`config.mk`:
```
export PLATFORM = sky130hd
export DESIGN_NAME = hazard_fwd_ctrl
export DESIGN_NICKNAME = d
export VERILOG_FILES = /design/src/rtl/hazard_fwd_ctrl.sv
export SDC_FILE = /design/constraint.sdc
export NUM_CORES = 1
export LEC_CHECK = 0
export ABC_AREA = 1
export BUFFER_PORTS_ARGS = -buffer_cell sky130_fd_sc_hd__buf_4
export CAP_MARGIN = 20
export CORE_AREA = 2 2 52 91
export CTS_CLUSTER_DIAMETER = 150
export CTS_CLUSTER_SIZE = 10
export DETAILED_ROUTE_END_ITERATION = 16
export DIE_AREA = 0 0 54 93
export GPL_ROUTABILITY_DRIVEN = 0
export GPL_TIMING_DRIVEN = 0
export HOLD_SLACK_MARGIN = 0.05
export PLACE_DENSITY = 0.7
export SLEW_MARGIN = 0
export SYNTH_ARGS = -nofsm -noshare
export SYNTH_HDL_FRONTEND = slang
export SYNTH_SLANG_ARGS = --single-unit
export TNS_END_PERCENT = 30
```
`constraint.sdc`:
```
create_clock -name clock -period 4.8 [get_ports clock]
set_input_delay 0.48 -clock clock [delete_from_list [all_inputs] [get_ports clock]]
set_output_delay 0.48 -clock clock [all_outputs]
set_load 0.02 [all_outputs]
```
`src/rtl/hazard_fwd_ctrl.sv`:
```
`default_nettype none
// ============================================================================
//  Module   : hazard_fwd_ctrl
//  Purpose  : Hazard and forwarding controller for the 5-stage pipeline.
//             Tracks the destination registers of the instructions in EX,
//             MEM and WB. Drives the EX operand-mux selects. Generates
//             load-use stalls, bubbles, memory-wait freezes and branch
//             flushes.
//  Ports    : clock, reset (async, active-high)
//             id_*            - ID-stage instruction description
//             mem_busy        - data memory wait; freezes the pipeline
//             branch_flush    - taken branch in EX; kills ID and EX
//             fwd_sel_a/b     - registered operand selects
//                               (00 regfile, 01 EX/MEM, 10 MEM/WB)
//             stall_id        - hold PC and IF/ID (combinational)
//             bubble_ex       - load a NOP into ID/EX (combinational)
//             freeze          - hold all pipeline registers (combinational)
//             stall_count     - saturating count of stall cycles
//  Config   : define HAZARD_FWD_EN to enable forwarding. When it is left
//             undefined, the selects are tied to 00 and every RAW hazard
//             against EX or MEM stalls.
//  Revision : 1.0 - initial release
// ============================================================================
module hazard_fwd_ctrl #(
  parameter int REG_ADDR_W  = 5,
  parameter int STALL_CNT_W = 16
) (
  input  logic                   clock,
  input  logic                   reset,
  input  logic                   id_valid,
  input  logic [REG_ADDR_W-1:0]  id_rs,
  input  logic [REG_ADDR_W-1:0]  id_rt,
  input  logic                   id_uses_rs,
  input  logic                   id_uses_rt,
  input  logic [REG_ADDR_W-1:0]  id_dest,
  input  logic                   id_writes,
  input  logic                   id_is_load,
  input  logic                   mem_busy,
  input  logic                   branch_flush,
  output logic [1:0]             fwd_sel_a,
  output logic [1:0]             fwd_sel_b,
  output logic                   stall_id,
  output logic                   bubble_ex,
  output logic                   freeze,
  output logic [STALL_CNT_W-1:0] stall_count
);

  localparam logic [0:0] c_st_run    = 1'b0;
  localparam logic [0:0] c_st_freeze = 1'b1;

  localparam logic [STALL_CNT_W-1:0] c_cnt_max = {STALL_CNT_W{1'b1}};
  localparam logic [STALL_CNT_W-1:0] c_cnt_one = {{(STALL_CNT_W-1){1'b0}}, 1'b1};

  // Tracking entries for the instructions in EX, MEM and WB.
  logic                  r_ex_valid,  r_mem_valid,  r_wb_valid;
  logic [REG_ADDR_W-1:0] r_ex_dest,   r_mem_dest,   r_wb_dest;
  logic                  r_ex_writes, r_mem_writes, r_wb_writes;
  logic                  r_ex_is_load, r_mem_is_load, r_wb_is_load;

  logic [0:0]            r_state;
  logic [STALL_CNT_W-1:0] r_stall_count;

  logic w_ex_rs, w_ex_rt, w_mem_rs, w_mem_rt;
  logic w_hazard;
  logic w_issue;

  // A producer matches a source only if it is a real writer of a
  // register other than r0 and the consumer actually reads that source.
  function automatic logic f_match(
    input logic                  valid,
    input logic                  writes,
    input logic [REG_ADDR_W-1:0] dest,
    input logic [REG_ADDR_W-1:0] src,
    input logic                  used
  );
    return used & valid & writes & (dest != '0) & (dest == src);
  endfunction

  assign w_ex_rs  = f_match(r_ex_valid,  r_ex_writes,  r_ex_dest,  id_rs, id_uses_rs);
  assign w_ex_rt  = f_match(r_ex_valid,  r_ex_writes,  r_ex_dest,  id_rt, id_uses_rt);
  assign w_mem_rs = f_match(r_mem_valid, r_mem_writes, r_mem_dest, id_rs, id_uses_rs);
  assign w_mem_rt = f_match(r_mem_valid, r_mem_writes, r_mem_dest, id_rt, id_uses_rt);

`ifdef HAZARD_FWD_EN
  // Only a load in EX cannot be forwarded in time.
  assign w_hazard = id_valid & r_ex_is_load & (w_ex_rs | w_ex_rt);
`else
  // Without forwarding, every producer still ahead of WB blocks the reader;
  // a WB producer writes the regfile before ID reads it.
  assign w_hazard = id_valid & (w_ex_rs | w_ex_rt | w_mem_rs | w_mem_rt);
`endif

  // A freeze masks stall/bubble. A flush kills the ID instruction, so it
  // overrides a simultaneous stall but still inserts the bubble.
  assign freeze    = mem_busy;
  assign stall_id  = ~mem_busy & w_hazard & ~branch_flush;
  assign bubble_ex = ~mem_busy & (w_hazard | branch_flush);
  assign w_issue   = id_valid & ~w_hazard & ~branch_flush;

  // The state only records whether the pipeline is waiting on memory.
  // Hold behaviour follows mem_busy directly, so the cycle in which
  // mem_busy drops already advances.
  always_ff @(posedge clock or posedge reset) begin
    if (reset) begin
      r_state <= c_st_run;
    end else begin
      r_state <= mem_busy ? c_st_freeze : c_st_run;
    end
  end

  always_ff @(posedge clock or posedge reset) begin
    if (reset) begin
      r_ex_valid    <= 1'b0;
      r_ex_dest     <= '0;
      r_ex_writes   <= 1'b0;
      r_ex_is_load  <= 1'b0;
      r_mem_valid   <= 1'b0;
      r_mem_dest    <= '0;
      r_mem_writes  <= 1'b0;
      r_mem_is_load <= 1'b0;
      r_wb_valid    <= 1'b0;
      r_wb_dest     <= '0;
      r_wb_writes   <= 1'b0;
      r_wb_is_load  <= 1'b0;
    end else if (!mem_busy) begin
      r_wb_valid    <= r_mem_valid;
      r_wb_dest     <= r_mem_dest;
      r_wb_writes   <= r_mem_writes;
      r_wb_is_load  <= r_mem_is_load;
      r_mem_valid   <= r_ex_valid;
      r_mem_dest    <= r_ex_dest;
      r_mem_writes  <= r_ex_writes;
      r_mem_is_load <= r_ex_is_load;
      r_ex_valid    <= w_issue;
      r_ex_dest     <= id_dest;
      r_ex_writes   <= id_writes;
      r_ex_is_load  <= id_is_load;
    end
  end

`ifdef HAZARD_FWD_EN
  logic [1:0] w_sel_a, w_sel_b;
  logic [1:0] r_fwd_sel_a, r_fwd_sel_b;

  // The younger producer (EX) wins over the older one (MEM).
  assign w_sel_a = w_ex_rs ? 2'b01 : (w_mem_rs ? 2'b10 : 2'b00);
  assign w_sel_b = w_ex_rt ? 2'b01 : (w_mem_rt ? 2'b10 : 2'b00);

  always_ff @(posedge clock or posedge reset) begin
    if (reset) begin
      r_fwd_sel_a <= 2'b00;
      r_fwd_sel_b <= 2'b00;
    end else if (!mem_busy) begin
      r_fwd_sel_a <= w_issue ? w_sel_a : 2'b00;
      r_fwd_sel_b <= w_issue ? w_sel_b : 2'b00;
    end
  end

  assign fwd_sel_a = r_fwd_sel_a;
  assign fwd_sel_b = r_fwd_sel_b;
`else
  assign fwd_sel_a = 2'b00;
  assign fwd_sel_b = 2'b00;
`endif

  always_ff @(posedge clock or posedge reset) begin
    if (reset) begin
      r_stall_count <= '0;
    end else if (stall_id && (r_stall_count != c_cnt_max)) begin
      r_stall_count <= r_stall_count + c_cnt_one;
    end
  end

  assign stall_count = r_stall_count;

  // The WB entry and the load flags beyond EX are tracked for
  // completeness, but no output depends on them.
  logic w_unused;
  assign w_unused = ^{r_state, r_ex_is_load, r_mem_is_load, r_wb_valid,
                      r_wb_dest, r_wb_writes, r_wb_is_load};

endmodule
`default_nettype wire
```
# Word-level counts from Yosys, hierarchy flattened
# Cells that the tools add are included.
[classes]
reduce_logical = 3
n_mul = 0
n_bitwise = 29
addsub = 1
n_div = 0
shifts = 0
n_eq_ne = 5
n_mux = 0
order_cmp = 0
[op_table]
columns = ["cell", "count"]
rows = [
  ["$and A1 B1 Y1", 22],
  ["$eq A5 B5 Y1", 4],
  ["$add A16 B1 Y16 const B", 1],
  ["$ne A16 B16 Y1 const B", 1],
  ["$reduce_bool A5 Y1", 2],
  ["$or A1 B1 Y1", 4],
  ["$not A1 Y1", 3],
  ["$logic_and A1 B1 Y1", 1],
]
[word_totals]
mem_bits_ro = 0
out_inout_bits = 23
mem_count = 0
mem_bits_rw = 0
latch_bits = 0
register_bits = 30

# Depth between registers and ports, before layout
[logic_depth]
word_depth = 11
ltp_mapped = 12

# Least setup slack after synthesis
# OpenSTA, ideal clock, no wires.
[synth_path]
path_kind = "input to output"
from = "input port id_rt[3]"
to = "output port bubble_ex"
arrival_ns = 1.509
stages = 10
path_slack_ns = 2.811
required_time_ns = 4.320
n_path_buf = 1
cell_sequence = "inv_1 > nand2_1 > a21oi_1 > nand3_1 > nand2_1 > nand2_1 > nand2_2 > buf_4 > nand2_1 > a21oi_1"
[synth_via]
elab_chain_cells = 8
[synth_lines]
columns = ["item", "line", "rtl"]
rows = [
  ["start: declaration", "32", "input logic [REG_ADDR_W-1:0] id_rt,"],
  ["$eq A5 B5 Y1", "76", "return used & valid & writes & (dest != '0) & (dest == src);"],
  ["$and A1 B1 Y1", "76", ""],
  ["$or A1 B1 Y1 (2 in a row)", "90", "assign w_hazard = id_valid & (w_ex_rs | w_ex_rt | w_mem_rs | w_mem_rt);"],
  ["$or A1 B1 Y1 (*)", "90", ""],
  ["$and A1 B1 Y1 (*)", "90", ""],
  ["$or A1 B1 Y1 (*)", "97", "assign bubble_ex = ~mem_busy & (w_hazard | branch_flush);"],
  ["$and A1 B1 Y1 (*)", "97", ""],
  ["end: declaration", "43", "output logic bubble_ex,"],
]
# Mark *: on every way between the ends. The rest lies on a longest branch, timed or not.

# Worst setup path after layout
[layout_path]
from = "register r_mem_dest[2]"
to = "output port bubble_ex"
[layout_via]
elab_chain_cells = 8
[layout_lines]
columns = ["item", "line", "rtl"]
rows = [
  ["start: declaration", "56", "logic [REG_ADDR_W-1:0] r_ex_dest, r_mem_dest, r_wb_dest;"],
  ["start signal: assignment", "131", "r_mem_dest <= r_ex_dest;"],
  ["$reduce_bool A5 Y1", "76", ""],
  ["$and A1 B1 Y1 (2 in a row)", "76", ""],
  ["$or A1 B1 Y1", "90", ""],
  ["$or A1 B1 Y1 (*)", "90", ""],
  ["$and A1 B1 Y1 (*)", "90", ""],
  ["$or A1 B1 Y1 (*)", "97", ""],
  ["$and A1 B1 Y1 (*)", "97", ""],
]
# Marks and branches as above.

==> reports/results.tsv <==
stage	metric	value	unit
power	Lkg Pwr	1.38	nW
synthesis	most frequent cell after synthesis	nand2_1	
layout	non-filler cells, final	405	
power	Sw Ratio	28.8	%
drt	Starting DRT DRC Count	64	
layout	share of layout cells above drive strength 1	21.2	%
clock_network	worst skew pair latency	280	ps
global_routing	initial antenna violation count	0	
power	Max IR drop VDD	0.183	mV
clock_network	clock root buffer	clkbuf_8	
place	placed insts	398	
floorplan	die area	0.00502	mm²
setup_path	crit path max fanout	10	
timing	clk_skew	3.06	ps
setup_path	CP Data Arrival Time	1950	ps
floorplan	Row Count	32	
setup_path	CP max-delay cell	dfrtp_1	
clock_network	TritonCTS clock tree	built	
synthesis	Yosys reg bits	30	
clock_network	total CTS buffers	5	
synthesis	EDFF count, synth	0	
drt	vias	2015	
floorplan	Initial Utilization	46.6	%
setup_path	Most common cell on crit path	nand2_1	
timing	setup tns final	0	ps
drt	number of iterations in the first detailed-routing pass	4	
synthesis	largest cells by area after synthesis	dfrtp_1 (37%), nand2_1 (24%), nand4_1 (5.6%), inv_1 (4.8%), nand3_1 (4.5%)	
synthesis	Yosys warning count	0	
place	dpl hpwl	3940	µm
setup_path	Worst R2R Path Depth	9	
synthesis	Synth top area share	37.2	%
clock_network	Max clock buf depth	2	
synthesis	most common library cells after synthesis	nand2_1 (127), dfrtp_1 (30), inv_1 (26)	
global_routing	Total GRT Usage	23.0	%
synthesis	average cell area after synthesis	6.67	µm²
layout	antenna cell count	0	
setup_path	Setup crit start	r_mem_dest[2]$_DFFE_PP0N_	
setup_path	flop2flop setup slack	2850	ps
clock_network	H-tree levels	2	
job	max cap viols	0	
power	clock network power share	33.4	%
drt	remaining antenna violation count	0	
power	Comb power frac	17.0	%
power	P_int	402	µW
timing	min cycle time layout	2430	ps
drt	final WL	5140	µm
clock_network	clk sinks	30	
floorplan	core box area	0.00432	mm²
global_routing	vias in the first global route	1852	
timing	Worst-Margin Slew	558	ps
setup_path	Worst setup EP type	primary output	
floorplan	IO Pins	47	
timing	final setup fails	0	
setup_path	Critical Path Sink	bubble_ex	
clock_network	Post-CTS Setup Bufs	0	
global_routing	GRT overflow	0	
setup_path	Max stage delay on crit path	420	ps
setup_path	FF-to-FF Start	stall_count[0]$_DFFE_PP0P_	
setup_path	worst-path cell chain	inv_1, nand2_1, nand2_1, nor2_1, nand3_1, nand2_1, nand2_1, nand2_2, buf_4, nand2_1, a21oi_1, buf_4	
power	PD cells	225	mW/mm²
layout	Nets	379	
place	PortBufs	41	
synthesis	cell area after synthesis	0.00202	mm²
floorplan	die height	93	µm
place	pre-CTS setup slack	2540	ps
timing	Worst Setup Slack, final	2370	ps
timing	Slew HR	62.8	%
synthesis	sequential area share after synthesis	37.2	%
synthesis	library cells used by synthesis	26	
place	Post-DP Area	0.00243	mm²
layout	cell area after layout	0.00250	mm²
timing	final-report hold violation count	0	
setup_path	RR Endpoint	stall_count[5]$_DFFE_PP0P_	
worst_hold_path	min-delay worst type	primary input to async pin	
drt	detailed-route wire length per cell	12.7	µm
power	Sequential Power Share	49.6	%
floorplan	DIE WIDTH	54	µm
setup_path	CP required	4320	ps
global_routing	first-pass GRT wire length	8480	µm
setup_path	crit path kind	register to primary output	
synthesis	Yosys top cell by area	dfrtp_1	
timing	FMAX	412	MHz
setup_path	startpoint types	register	
drt	vias per std cell	4.98	
drt	DRC violations left	0	
power	net switching power	163	µW
clock_network	cts repair resizes	0	
timing	RSZ-0062 raised after global routing	false	
status	outcome	completed	
timing	Final Cycle Share	50.5	%
synthesis	Post-Syn Instances	302	
timing	hold slack final	251	ps
layout	synthesis-to-layout area growth	24.3	%
clock_network	CTS Hold Buffers Added	0	
synthesis	Main synth FF type	dfrtp_1	
synthesis	ys async rst share	100	%
clock_network	clock-pin slew on the worst setup and hold paths	60	ps
timing	Slew Viols, Final	0	
global_routing	pin count of the biggest net entering global routing	20	
layout by cell type, fill, tap and decap left out, types with 2 or more instances in the layout:
cell type	n
a21oi_1	4
buf_2	2
buf_4	47
clkbuf_1	2
clkbuf_8	5
clkinv_2	2
conb_1	4
dfrtp_1	30
inv_1	26
inv_2	10
nand2_1	127
nand2_2	2
nand3_1	18
nand3_4	2
nand4_1	18
nor2_1	20
nor3_1	3
o21ai_0	6
o21ai_1	6
xnor2_1	3
xor2_1	9
flip-flops by register name, indices dropped and copies added (netlist names):
name,flops
stall_count,16
r_mem_valid,1
r_ex_writes,1
r_ex_valid,1
r_mem_writes,1
r_mem_dest,5
r_ex_dest,5
worst min path at each step:
stage / to / slack, ps / cells after the start
global placement: stall_count[14]$_DFFE_PP0P_ / 490 / 2
global route: stall_count[2]$_DFFE_PP0P_ / 300 / 2
CTS: r_ex_dest[4]$_DFFE_PP0N_ / 260 / 2
detailed placement: stall_count[14]$_DFFE_PP0P_ / 490 / 2
finish: r_ex_dest[4]$_DFFE_PP0N_ / 250 / 2
floorplan: r_mem_writes$_DFFE_PP0N_ / 470 / 2
power by group through the flow:
stage | combinational (mW) | sequential [mW] | clock, mW
CTS | 0.0963 | 0.280 | 0.195
floorplan | 0.0576 | 0.282 | 0
global route | 0.109 | 0.282 | 0.204
detailed placement | 0.0960 | 0.284 | 0
global placement | 0.0920 | 0.284 | 0
finish | 0.0959 | 0.280 | 0.189
worst max-delay path, delay by kind of cell, from the launching register on:
| kind | cells | cell delay [ps] |
|---|---|---|
| compound gates | 1 | 140 |
| buf+inv | 3 | 420 |
| flops | 1 | 420 |
| simple gates | 8 | 680 |
routing by layer:
layer | GRT usage [%] | vias up | share of wire (%)
met5 | 0 | - | 0
met4 | 8.13 | 0 | 1.1
met3 | 2.88 | 5 | 4.4
met2 | 42.5 | 55 | 56
met1 | 25.4 | 911 | 39
li1 | - | 1044 | -
cell type report:
cell class	instances	area (µm²)
Fill cell	435	1820
Multi-Input combinational cell	227	1060
Sequential cell	30	751
Timing Repair Buffer	42	335
Inverter	36	135
Buffer	12	77.6
Clock buffer	5	68.8
Tap cell	51	63.8
Clock inverter	2	10.0
through the flow:
| stage | power [mW] | utilization, % |
|---|---|---|
| 2_1_floorplan | 0.339 | - |
| 5_1_grt | 0.595 | 57.9 |
| 3_3_place_gp | 0.376 | 55.5 |
| 4_1_cts | 0.571 | 57.9 |
| 3_5_place_dp | 0.380 | 56.1 |
| 6_report | 0.565 | 57.9 |
kinds of logic after synthesis:
group,after synthesis,share of synthesized area (%)
AO/OA/AOI/OAI,17,4.28
XOR/XNOR,12,5.21
adder cells (fa/ha/maj),1,0.621
buffers and inverters,48,10.6
flip-flops,30,37.2
other,1,0.186
AND/OR/NAND/NOR,193,41.9
No activity file was read; power rests on OpenSTA's default activity.
